**config.mk**
```make
export PLATFORM = sky130hd
export DESIGN_NAME = clk_div_multi
export DESIGN_NICKNAME = d
export VERILOG_FILES = /design/src/rtl/clk_div_pkg.sv /design/src/rtl/clk_div_channel.sv /design/src/rtl/clk_div_multi.sv
export SDC_FILE = /design/constraint.sdc
export NUM_CORES = 1
export LEC_CHECK = 0
export BUFFER_PORTS_ARGS = -buffer_cell sky130_fd_sc_hd__buf_2
export CORE_UTILIZATION = 62
export DETAILED_ROUTE_END_ITERATION = 6
export HOLD_SLACK_MARGIN = 0.12
export PLACE_DENSITY = 0.8
export SKIP_CTS_REPAIR_TIMING = 1
export SYNTH_ARGS = -nofsm -noshare
export SYNTH_HDL_FRONTEND = slang
export SYNTH_SLANG_ARGS = --single-unit
export TNS_END_PERCENT = 10
```
**constraint.sdc**
```tcl
create_clock -name i_clk_in -period 3 [get_ports i_clk_in]
set_clock_uncertainty 0.15 [all_clocks]
set_input_delay 0.15 -clock i_clk_in [delete_from_list [all_inputs] [get_ports i_clk_in]]
set_output_delay 0.15 -clock i_clk_in [all_outputs]
set_load 0.02 [all_outputs]
```
**src/rtl/clk_div_pkg.sv**
```systemverilog
// Shared definitions for the multi-channel clock-enable generator:
// default counter width, the reset terminal count, the per-channel
// output mode encoding and the counter/divisor type.
package clk_div_pkg;

   localparam int          CLK_DIV_CNT_W       = 26;
   localparam int unsigned CLK_DIV_DEFAULT_DIV = 32'd50000000;

   typedef enum logic {
      DIV_TICK   = 1'b0,
      DIV_SQUARE = 1'b1
   } div_mode_e;

   typedef logic [CLK_DIV_CNT_W-1:0] div_cnt_t;

endpackage

```
**src/rtl/clk_div_channel.sv**
```systemverilog
// One divider channel: a counter compared against the active divisor,
// a shadow divisor that waits for the next terminal count, and the
// registered tick / square-wave / pending outputs.
// i_sync is driven only when the top is built with CLK_DIV_SYNC_EN;
// otherwise it is tied low and the sync branch disappears.
module clk_div_channel
   import clk_div_pkg::*;
#(
   parameter int          CNT_W       = CLK_DIV_CNT_W,
   parameter int unsigned DEFAULT_DIV = CLK_DIV_DEFAULT_DIV
) (
   input  logic             i_clk_in,
   input  logic             i_rst,
   input  logic             i_en,
   input  logic             i_mode,
   input  logic             i_load,
   input  logic [CNT_W-1:0] i_value,
   input  logic             i_sync,
   output logic             o_tick,
   output logic             o_sq,
   output logic             o_pending
);

   localparam logic [CNT_W-1:0] RESET_DIV = CNT_W'(DEFAULT_DIV);

   logic [CNT_W-1:0] r_cnt;
   logic [CNT_W-1:0] r_div_act;
   logic [CNT_W-1:0] r_div_shadow;
   logic             r_pending;
   logic             r_tick;
   logic             r_sq;

   div_mode_e        w_mode;
   logic             w_terminal;

   assign w_mode     = div_mode_e'(i_mode);
   assign w_terminal = (r_cnt == r_div_act);

   // Counter, divisor hand-over and registered outputs; reset wins, then a
   // disabled channel parks at zero, then sync, then terminal count, then counting.
   always_ff @(posedge i_clk_in) begin
      if (i_rst) begin
         r_cnt        <= '0;
         r_div_act    <= RESET_DIV;
         r_div_shadow <= RESET_DIV;
         r_pending    <= 1'b0;
         r_tick       <= 1'b0;
         r_sq         <= 1'b0;
      end else if (!i_en) begin
         r_cnt  <= '0;
         r_tick <= 1'b0;
         r_sq   <= 1'b0;
         if (i_load) begin
            r_div_act <= i_value;
            r_pending <= 1'b0;
         end
      end else if (i_sync) begin
         r_cnt  <= '0;
         r_tick <= 1'b0;
         r_sq   <= 1'b0;
         if (i_load) begin
            r_div_shadow <= i_value;
            r_pending    <= 1'b1;
         end
      end else if (w_terminal) begin
         r_cnt  <= '0;
         r_tick <= 1'b1;
         r_sq   <= (w_mode == DIV_SQUARE) ? ~r_sq : 1'b0;
         if (i_load) begin
            r_div_act <= i_value;
            r_pending <= 1'b0;
         end else if (r_pending) begin
            r_div_act <= r_div_shadow;
            r_pending <= 1'b0;
         end
      end else begin
         r_cnt  <= r_cnt + CNT_W'(1);
         r_tick <= 1'b0;
         if (w_mode == DIV_TICK) begin
            r_sq <= 1'b0;
         end
         if (i_load) begin
            r_div_shadow <= i_value;
            r_pending    <= 1'b1;
         end
      end
   end

   assign o_tick    = r_tick;
   assign o_sq      = r_sq;
   assign o_pending = r_pending;

endmodule

```
**src/rtl/clk_div_multi.sv**
```systemverilog
// Multi-channel programmable clock-enable generator for game timing.
// Each channel divides i_clk_in by its own runtime-loadable divisor and
// emits a one-cycle tick plus an optional square wave. This level only
// fans the shared divisor bus and the sync strobe out to the channels.
// Optional feature: define CLK_DIV_SYNC_EN to add i_sync_all, which
// restarts every enabled channel together for phase alignment.
module clk_div_multi
   import clk_div_pkg::*;
#(
   parameter int          NUM_CH      = 4,
   parameter int          CNT_W       = CLK_DIV_CNT_W,
   parameter int unsigned DEFAULT_DIV = CLK_DIV_DEFAULT_DIV
) (
   input  logic              i_clk_in,
   input  logic              i_rst,
   input  logic [NUM_CH-1:0] i_ch_en,
   input  logic [NUM_CH-1:0] i_mode,
   input  logic [NUM_CH-1:0] i_div_load,
   input  logic [CNT_W-1:0]  i_div_value,
   output logic [NUM_CH-1:0] o_tick_out,
   output logic [NUM_CH-1:0] o_divided_clk,
   output logic [NUM_CH-1:0] o_div_pending
`ifdef CLK_DIV_SYNC_EN
   ,
   input  logic              i_sync_all
`endif
);

   logic w_sync;

`ifdef CLK_DIV_SYNC_EN
   assign w_sync = i_sync_all;
`else
   assign w_sync = 1'b0;
`endif

   for (genvar g = 0; g < NUM_CH; g++) begin : g_ch
      clk_div_channel #(
         .CNT_W       (CNT_W),
         .DEFAULT_DIV (DEFAULT_DIV)
      ) u_channel (
         .i_clk_in  (i_clk_in),
         .i_rst     (i_rst),
         .i_en      (i_ch_en[g]),
         .i_mode    (i_mode[g]),
         .i_load    (i_div_load[g]),
         .i_value   (i_div_value),
         .i_sync    (w_sync),
         .o_tick    (o_tick_out[g]),
         .o_sq      (o_divided_clk[g]),
         .o_pending (o_div_pending[g])
      );
   end

endmodule

```
==> metrics, run 1 <==
outcome=finished, final reports clean; ys async rst share=0%; Routed met2 length=17,800 µm; Tot GR Track Use=28.7%; nets=1,780; peak supply drop=0.613 mV; Final Hold Vio Count=0; wire length per cell=18.1 µm; first-pass GRT wire length=59,200 µm; HPWL after DPL=25,600 µm; TritonCTS clock tree=built; P&R area growth vs syn=12.5%; Final min period=2.73 ns; Pleak=7.21 nW; clock root buffer master=clkbuf_16; register area=6490 µm²; ys flop type=dfxtp_1; Yosys cell types=45; cells after synthesis=1,679; wl on met1=16,800 µm; top cell type's share of synthesized area=41.3%; H-tree Lvls=2; GP Congestion=0.842; Worst Slack Setup Final=0.266 ns; synth top area cells=dfxtp_1, mux2i_1, nor2_1, xnor2_1, xor2_1; Post-synth EDFFs=0; Slew @ Worst Pin=1.21 ns; crit path capture type=register; Seq/Total Area, Yosys=41.3%; Initial Util=63.9%; Synth Warn #=0; met3 WL=2180 µm; diodes inserted=0; WS Path Type=reg -> reg; Clock Path Buffers=3; pwr/cell area=549 nW/µm²; initial antenna violation count=0; Setup TNS Final=0 ns; vias=11,900; max-slew violations=0; vias per inst=5.72; vias in the first global route=11,500; Max transition margin=19.3%; # setup viols final=0; clk sink count=324; syn nets=1,723; clock transition at the registers of the reported paths=0.06 ns; DR iter-0 viols=965; Max Cap Violations=0; Pwr Total=9.71 mW; Multi-input gate area=8660 µm²; RSZ-0062 raised after global routing=false; Max Used Layer=met4; Antenna Nets Post-Route=0; Max FO, Critical Path=20; I/O pin cnt=52; Die Wd=161 µm; Clk Latency, worst-skew pair=0.52 ns; Crit path arrival time=3.01 ns; Residual DRC=0; GRT overflow=0; die area=26,000 µm²; Worst Hold Class=in -> reg; Post-Place Setup Slack=0.306 ns; cell area after layout=17,700 µm²; CTS buffer count=34; Required @ worst endpoint=3.28 ns; die span in y=161 µm; post-synthesis register bit count=324; total of fill cells in the finished design=1,785; Pre-Repair DR Iteration Count=5; Netlist Area Pre-Place=15,700 µm²; area leader, netlist=dfxtp_1; maximum clock frequency=366 MHz; fin crit share=91.1%; crit start category=register; # port buffers=51; post-place instance area=16,200 µm²; DRT Wirelength=37,600 µm; worst hold slack=0.123 ns; share of layout cells above drive strength 1=12.0%; Core Region=24,600 µm²; syn avg cell area=9.36 µm²; # rows=57; pin count of the biggest net entering global routing=120
layer usage:
layer	global-route usage (%)	vias to the layer above
li1	-	5778
met1	38.4	5737
met2	47.8	321
met3	4.21	66
met4	8.83	0
met5	0	-
state kept, by name, summed over array words and instances, names as in the netlist:
signal and count:
g_ch.u_channel.o_pending 4, g_ch.u_channel.o_sq 4, g_ch.u_channel.o_tick 4, g_ch.u_channel.r_cnt 104
g_ch.u_channel.r_div_act 104, g_ch.u_channel.r_div_shadow 104
through the flow:
stage                     std cells  util (%)
final                          2082      71.9
after global routing           2082      71.9
after CTS                      2039      70.1
after detailed placement       1981      65.6
after global placement         1981      65.6
after floorplan                1679         -
kinds of logic after synthesis:
family / Yosys count / synth area share (%)
muxes: 276 / 18.5
buffers and inverters: 118 / 3.77
adders and majority gates: 4 / 0.319
DFF: 324 / 41.3
xor gates and xnor gates: 196 / 11.0
AOI/OAI and AO/OA: 75 / 3.22
and+or+nand+nor: 686 / 21.9
cells in the final DEF, fill, tap and decap left out, types with 4 or more instances in the layout:
master	synthesis	routed
or3_1	11	11
mux2_2	49	49
clkinv_2	0	4
nor4_1	28	28
nand2_1	38	38
inv_1	11	11
o21ai_0	9	9
clkbuf_1	51	10
clkbuf_16	0	35
dlygate4sd3_1	0	43
nor3_1	16	16
nand3_1	34	34
and3_1	15	15
a211oi_1	37	37
nand2b_1	72	72
nor2_1	304	304
buf_2	26	50
nor2b_1	99	96
and4_1	13	13
nand4_1	39	39
xor2_1	93	93
a21oi_1	14	13
clkbuf_8	0	5
and2_1	8	8
xnor2_1	102	102
mux2_4	16	16
ha_1	4	4
buf_4	19	31
mux2i_1	208	208
dfxtp_1	324	324
synth_stat cells (26+ instances only):
cell type  instances
clkbuf_1          51
mux2_2            49
nor4_1            28
nor2b_1           99
nor2_1           304
buf_2             26
nand3_1           34
nand2b_1          72
dfxtp_1          324
nand4_1           39
xnor2_1          102
xor2_1            93
a211oi_1          37
nand2_1           38
mux2i_1          208
critical path, stage by stage (launching register included):
cell,delay [ns]
dfxtp_1,0.47
xor2_1,0.20
nor4_1,0.09
and4_1,0.26
a21oi_2,0.96
buf_4,0.32
mux2i_1,0.22
power by group:
group          internal (mW)  switching (mW)
sequential              4.47           0.108
clock                   2.52            1.69
combinational          0.412           0.503
total                   7.40            2.30
area by class of cell:
type | instances | share of cell area (%)
repair buffers | 128 | 5.59
well taps | 324 | 2.29
clock buffers | 50 | 5.55
clock inverters | 8 | 0.672
inverters | 11 | 0.233
flip-flops and latches | 324 | 36.7
multi-input cells | 1237 | 49.0
final timing paths:
kind | startpoint | endpoint | slack, ns | cells past startpoint
worst max-delay path | g_ch[2].u_channel.r_cnt[5] | g_ch[2].u_channel.r_div_act[22] | 0.27 | 6
worst min-delay path | i_div_load[3] | g_ch[3].u_channel.r_div_shadow[7] | 0.12 | 4
worst max register to register | g_ch[2].u_channel.r_cnt[5] | g_ch[2].u_channel.r_div_act[22] | 0.27 | 6
worst min register to register | g_ch[1].u_channel.r_div_shadow[9] | g_ch[1].u_channel.r_div_shadow[9] | 0.32 | 2
No activity file was read; power rests on OpenSTA's default activity.
==> run 2, diff against run 1 <==
--- a/config.mk
+++ b/config.mk
@@ -6,6 +6,7 @@
 export NUM_CORES = 1
 export LEC_CHECK = 0
 export BUFFER_PORTS_ARGS = -buffer_cell sky130_fd_sc_hd__buf_2
+export CORE_ASPECT_RATIO = 1.5
 export CORE_UTILIZATION = 62
 export DETAILED_ROUTE_END_ITERATION = 6
 export HOLD_SLACK_MARGIN = 0.12
==> run 2 against run 1 <==
Compared with the run above:
- critical path depth grew 1
- sequential cell count is the same
- sequential power is essentially flat
- via count shrank 1.5%
- combinational power is essentially flat
- sequential share of layout area is essentially flat
- largest cell class unchanged
- critical path type unchanged
- total power shrank 1.5%
- core utilization shrank 1.1 points
- first-iteration DRC count shrank 36%
- non-clock buffer count grew 1
==> metrics, run 2 (synthesis results as in run 1) <==
outcome=finished, final reports clean (unchanged); Final min period=2.68 ns (was 2.73 ns); hold path startpoint=i_div_load[1] (was i_div_load[3]); hold path endpoint=g_ch[1].u_channel.r_div_shadow[21] (was g_ch[3].u_channel.r_div_shadow[7]); wire length per cell=18.0 µm (was 18.1 µm); I/O pin cnt=52 (unchanged); Slew @ Worst Pin=1.12 ns (was 1.21 ns); # setup viols final=0 (unchanged); share of layout cells above drive strength 1=12.0% (unchanged); CP peak stage delay=0.60 ns (was 0.96 ns); nets=1,778 (was 1,780); Pleak=7.19 nW (was 7.21 nW); critical path depth=7 (was 6); first-pass GRT wire length=59,200 µm (about the same); HPWL after DPL=26,300 µm (was 25,600 µm); Final Hold Vio Count=0 (unchanged); Max FO, Critical Path=11 (was 20); Required @ worst endpoint=3.30 ns (was 3.28 ns); # port buffers=51 (unchanged); maximum clock frequency=373 MHz (was 366 MHz); most frequent cells in the layout=dfxtp_1, nor2_1, mux2i_1 (unchanged); peak supply drop=0.507 mV (was 0.613 mV); Crit path arrival time=2.98 ns (was 3.01 ns); total of fill cells in the finished design=1,876 (was 1,785); Die Wd=132 µm (was 161 µm); pwr/cell area=541 nW/µm² (was 549 nW/µm²); RSZ-0062 raised after global routing=false (unchanged); Max transition margin=25.2% (was 19.3%); WS Path Type=reg -> reg (unchanged); Clk Latency, worst-skew pair=0.57 ns (was 0.52 ns); Clock Path Buffers=3 (unchanged); crit path capture type=register (unchanged); GP Congestion=0.884 (was 0.842); cell family with most CP delay=buffers and inverters (was compound AO/OA/AOI/OAI gates); Pre-Repair DR Iteration Count=5 (unchanged); Multi-input gate area=8660 µm² (unchanged); Tot GR Track Use=28.6% (was 28.7%); DR iter-0 viols=616 (was 965); worst path cell trace=xnor2_1, nand4_1, nor3_1, a21oi_1, buf_4, mux2i_1, dlygate4sd3_1 (was xor2_1, nor4_1, and4_1, a21oi_2, buf_4, mux2i_1); R2R Setup Slk=0.32 ns (was 0.27 ns); GRT overflow=0 (unchanged); # rows=71 (was 57); fin crit share=89.3% (was 91.1%); clk sink count=324 (unchanged); Hold Crit Depth=4 (unchanged); Antenna Nets Post-Route=0 (unchanged); clock transition at the registers of the reported paths=0.07 ns (was 0.06 ns); TritonCTS clock tree=built (unchanged); reg2reg start=g_ch[2].u_channel.r_cnt[13] (was g_ch[2].u_channel.r_cnt[5]); largest registers=g_ch.u_channel.r_cnt (104), g_ch.u_channel.r_div_act (104), g_ch.u_channel.r_div_shadow (104) (unchanged); P&R area growth vs syn=12.4% (was 12.5%); diodes inserted=0 (unchanged); DRT Wirelength=37,600 µm (about the same); Residual DRC=0 (unchanged); commonest non-fill, non-tap cell in the layout=dfxtp_1 (unchanged); vias per inst=5.62 (was 5.72); R2R depth=7 (was 6); vias in the first global route=11,500 (about the same); CTS buffer count=31 (was 34); Pwr Total=9.56 mW (was 9.71 mW); Setup TNS Final=0 ns (unchanged); Core Region=25,000 µm² (was 24,600 µm²); crit start category=register (unchanged); clock root buffer master=clkbuf_16 (unchanged); initial antenna violation count=0 (unchanged); Initial Util=62.9% (was 63.9%); slowest CP cell=dlygate4sd3_1 (was a21oi_2); max-slew violations=0 (unchanged); die span in y=197 µm (was 161 µm); pin count of the biggest net entering global routing=98 (was 120); H-tree Lvls=1 (was 2); Worst Hold Class=in -> reg (unchanged); reg-to-reg endpoint=g_ch[2].u_channel.r_div_shadow[21] (was g_ch[2].u_channel.r_div_act[22]); vias=11,700 (was 11,900); die area=26,000 µm² (about the same); WP buf/inv=2 (was 1); Max Cap Violations=0 (unchanged); register area=6490 µm² (unchanged)
-- run 2: cell count changes in the layout (fill, tap and decap cells not counted) --
cell	change
buf_4	-3
clkbuf_8	+1
clkbuf_16	-4
clkinvlp_4	+2
bufinv_16	+1
inv_6	-1
clkinv_2	+4
dlygate4sd3_1	+4
clkbuf_1	-4
-- run 2: tightest hold or removal path: cells and delay by family --
family                 cells  cell delay [ns]
buffers and inverters      2             0.43
multiplexers               1             0.17
AO/OA/AOI/OAI              1             0.12
-- run 2: area by class of cell --
| class | count | share of cell area, % |
|---|---|---|
| sequential | 324 | 36.7 |
| tap | 328 | 2.32 |
| clock inverter | 14 | 0.992 |
| multi-input combinational | 1237 | 49.0 |
| clock buffer | 43 | 4.99 |
| timing repair buffer | 129 | 5.70 |
| inverter | 11 | 0.234 |
-- run 2: per-stage QoR --
stage               hold slack (ns)  cells  cell area [µm²]  utilization, %  setup WS, ns
detailed placement            0.228   1982            16100            64.6         0.393
finish                        0.209   2086            17700            70.7         0.320
global route                  0.203   2086            17700            70.7         0.192
CTS                          -0.369   2039            17200            68.9         0.343
floorplan                    0.0947   1679            15700               -         0.848
global placement              0.223   1982            16100            64.6         0.445
-- run 2: layer usage --
layer	vias to the layer above	track usage, %	wire length (µm)
met4	0	14.7	1600
met5	-	0	0
met3	89	3.27	1360
li1	5765	-	-
met1	5577	33.0	15200
met2	287	51.9	19400
-- run 2: report_power, final --
group,switching [mW],total [mW],internal [mW]
clock,1.69,4.07,2.39
combinational,0.499,0.912,0.413
sequential,0.110,4.57,4.46
-- run 2: worst max-delay path by stage --
| stage | slack, ns | endpoint | start |
|---|---|---|---|
| global placement | 0.45 | g_ch[3].u_channel.r_div_act[15] | g_ch[3].u_channel.r_cnt[6] |
| CTS | 0.34 | g_ch[3].u_channel.r_div_act[20] | g_ch[3].u_channel.r_cnt[12] |
| floorplan | 0.85 | g_ch[0].u_channel.r_div_act[10] | g_ch[0].u_channel.r_cnt[2] |
| detailed placement | 0.39 | g_ch[3].u_channel.r_div_act[20] | g_ch[3].u_channel.r_cnt[12] |
| global route | 0.19 | g_ch[3].u_channel.r_div_act[17] | g_ch[3].u_channel.r_cnt[2] |
| finish | 0.32 | g_ch[2].u_channel.r_div_shadow[21] | g_ch[2].u_channel.r_cnt[13] |
==> run 3, diff against run 2 <==
--- a/config.mk
+++ b/config.mk
@@ -11,7 +11,9 @@
 export DETAILED_ROUTE_END_ITERATION = 6
 export HOLD_SLACK_MARGIN = 0.12
 export PLACE_DENSITY = 0.8
+export RECOVER_POWER = 50
 export SKIP_CTS_REPAIR_TIMING = 1
+export SLEW_MARGIN = 20
 export SYNTH_ARGS = -nofsm -noshare
 export SYNTH_HDL_FRONTEND = slang
 export SYNTH_SLANG_ARGS = --single-unit
==> run 3 against run 2 <==
Compared with the run above:
- worst setup slack worse by 0.0062 ns
- sequential power about the same
- register-to-register slack about the same
- clock-buffer cell count unchanged
- critical path depth unchanged
- die area unchanged
- sequential share of layout area up 0.12 points
- clock power about the same
- combinational power down 0.5%
- critical endpoint is now g_ch[0].u_channel.r_div_shadow[0]
- largest cell class unchanged
- largest power group unchanged
==> metrics, run 3 (synthesis results as in run 1) <==
crit path capture type=register (unchanged); Crit path arrival time=3.02 ns (was 2.98 ns); Pleak=7.12 nW (was 7.19 nW); Slew @ Worst Pin=1.12 ns (about the same); first-pass GRT wire length=59,200 µm (unchanged); clock root buffer master=clkbuf_16 (unchanged); HPWL after DPL=26,300 µm (unchanged); pin count of the biggest net entering global routing=98 (unchanged); clock transition at the registers of the reported paths=0.07 ns (about the same); CTS buffer count=31 (unchanged); cell area after layout=17,600 µm² (was 17,700 µm²); Residual DRC=0 (unchanged); Max Cap Violations=0 (unchanged); die area=26,000 µm² (unchanged); Clock Path Buffers=3 (unchanged); Setup TNS Final=0 ns (unchanged); # rows=71 (unchanged); pwr/cell area=542 nW/µm² (was 541 nW/µm²); commonest non-fill, non-tap cell in the layout=dfxtp_1 (unchanged); Post-Place Setup Slack=0.393 ns (unchanged); Required @ worst endpoint=3.33 ns (was 3.30 ns); max-slew violations=0 (unchanged); peak supply drop=0.504 mV (was 0.507 mV); DRT Wirelength=37,600 µm (about the same); H-tree Lvls=1 (unchanged); # setup viols final=0 (unchanged); Tot GR Track Use=28.6% (unchanged); Final min period=2.69 ns (was 2.68 ns); vias=11,700 (about the same); Antenna Nets Post-Route=0 (unchanged); Worst Slack Setup Final=0.314 ns (was 0.320 ns); clk sink count=324 (unchanged); vias in the first global route=11,500 (unchanged); outcome=finished, final reports clean (unchanged); initial antenna violation count=0 (unchanged); post-place instance area=16,100 µm² (unchanged); crit start category=register (unchanged); Final Hold Vio Count=0 (unchanged); Max transition margin=25.2% (about the same); I/O pin cnt=52 (unchanged); share of layout cells above drive strength 1=11.1% (was 12.0%); # port buffers=51 (unchanged); R2R Setup Slk=0.31 ns (was 0.32 ns); DR iter-0 viols=615 (was 616); RSZ-0062 raised after global routing=false (unchanged); diodes inserted=0 (unchanged); vias per inst=5.63 (was 5.62); P&R area growth vs syn=12.0% (was 12.4%); WS Path Type=reg -> reg (unchanged); Clk Latency, worst-skew pair=0.57 ns (about the same); Pre-Repair DR Iteration Count=5 (unchanged); GP Congestion=0.884 (unchanged); maximum clock frequency=372 MHz (was 373 MHz); TritonCTS clock tree=built (unchanged); Worst Hold Class=in -> reg (unchanged); wire length per cell=18.0 µm (about the same); GRT overflow=0 (unchanged); Core Region=25,000 µm² (unchanged); nets=1,778 (unchanged); Initial Util=62.9% (unchanged); most frequent cells in the layout=dfxtp_1, nor2_1, mux2i_1 (unchanged); fin crit share=89.5% (was 89.3%); Max FO, Critical Path=26 (was 11); largest registers=g_ch.u_channel.r_cnt (104), g_ch.u_channel.r_div_act (104), g_ch.u_channel.r_div_shadow (104) (unchanged); die span in y=197 µm (unchanged); Die Wd=132 µm (unchanged)
run 3: through the flow:
step | power [mW] | util [%] | hold WS (ns) | instances
floorplan | 5.26 | - | 0.0947 | 1679
global placement | 5.49 | 64.6 | 0.223 | 1982
detailed placement | 5.52 | 64.6 | 0.228 | 1982
CTS | 9.54 | 68.9 | -0.369 | 2039
global route | 9.86 | 70.5 | 0.203 | 2086
finish | 9.55 | 70.5 | 0.196 | 2086
run 3: metal layers:
layer  wire length, µm  track usage, %  up-vias
met5                 0               0        -
met4              1580            14.7        0
met3              1320            3.27       87
met2             19400            51.9      264
met1             15300            33.0     5616
li1                  -               -     5769
run 3: area by class of cell:
type / instances / area (µm²)
inverters: 11 / 41.3
fillers: 1887 / 7360
multi-input cells: 1237 / 8660
clock buffers: 43 / 881
flip-flops and latches: 324 / 6490
well taps: 328 / 410
clock inverters: 14 / 175
repair buffers: 129 / 952
run 3: report_power, final:
part	internal (mW)	leakage (nW)	switching, mW
Combinational	0.408	3.96	0.499
Clock	2.39	0.520	1.68
Sequential	4.46	2.64	0.110
run 3: final timing paths:
kind / startpoint / cells past startpoint / end
hold reg to reg: g_ch[0].u_channel.r_div_shadow[9] / 2 / g_ch[0].u_channel.r_div_shadow[9]
hold / removal: i_div_load[1] / 4 / g_ch[1].u_channel.r_div_shadow[21]
setup / recovery: g_ch[0].u_channel.r_cnt[19] / 7 / g_ch[0].u_channel.r_div_shadow[0]
setup reg to reg: g_ch[0].u_channel.r_cnt[19] / 7 / g_ch[0].u_channel.r_div_shadow[0]
run 3: worst max-delay path: stages (launching register included):
cell and delay [ns]:
dfxtp_1 0.43, xor2_1 0.13, nor4_1 0.29, nand4_1 0.17, clkbuf_1 0.20, o211ai_1 0.21, clkbuf_2 0.74, mux2i_1 0.27
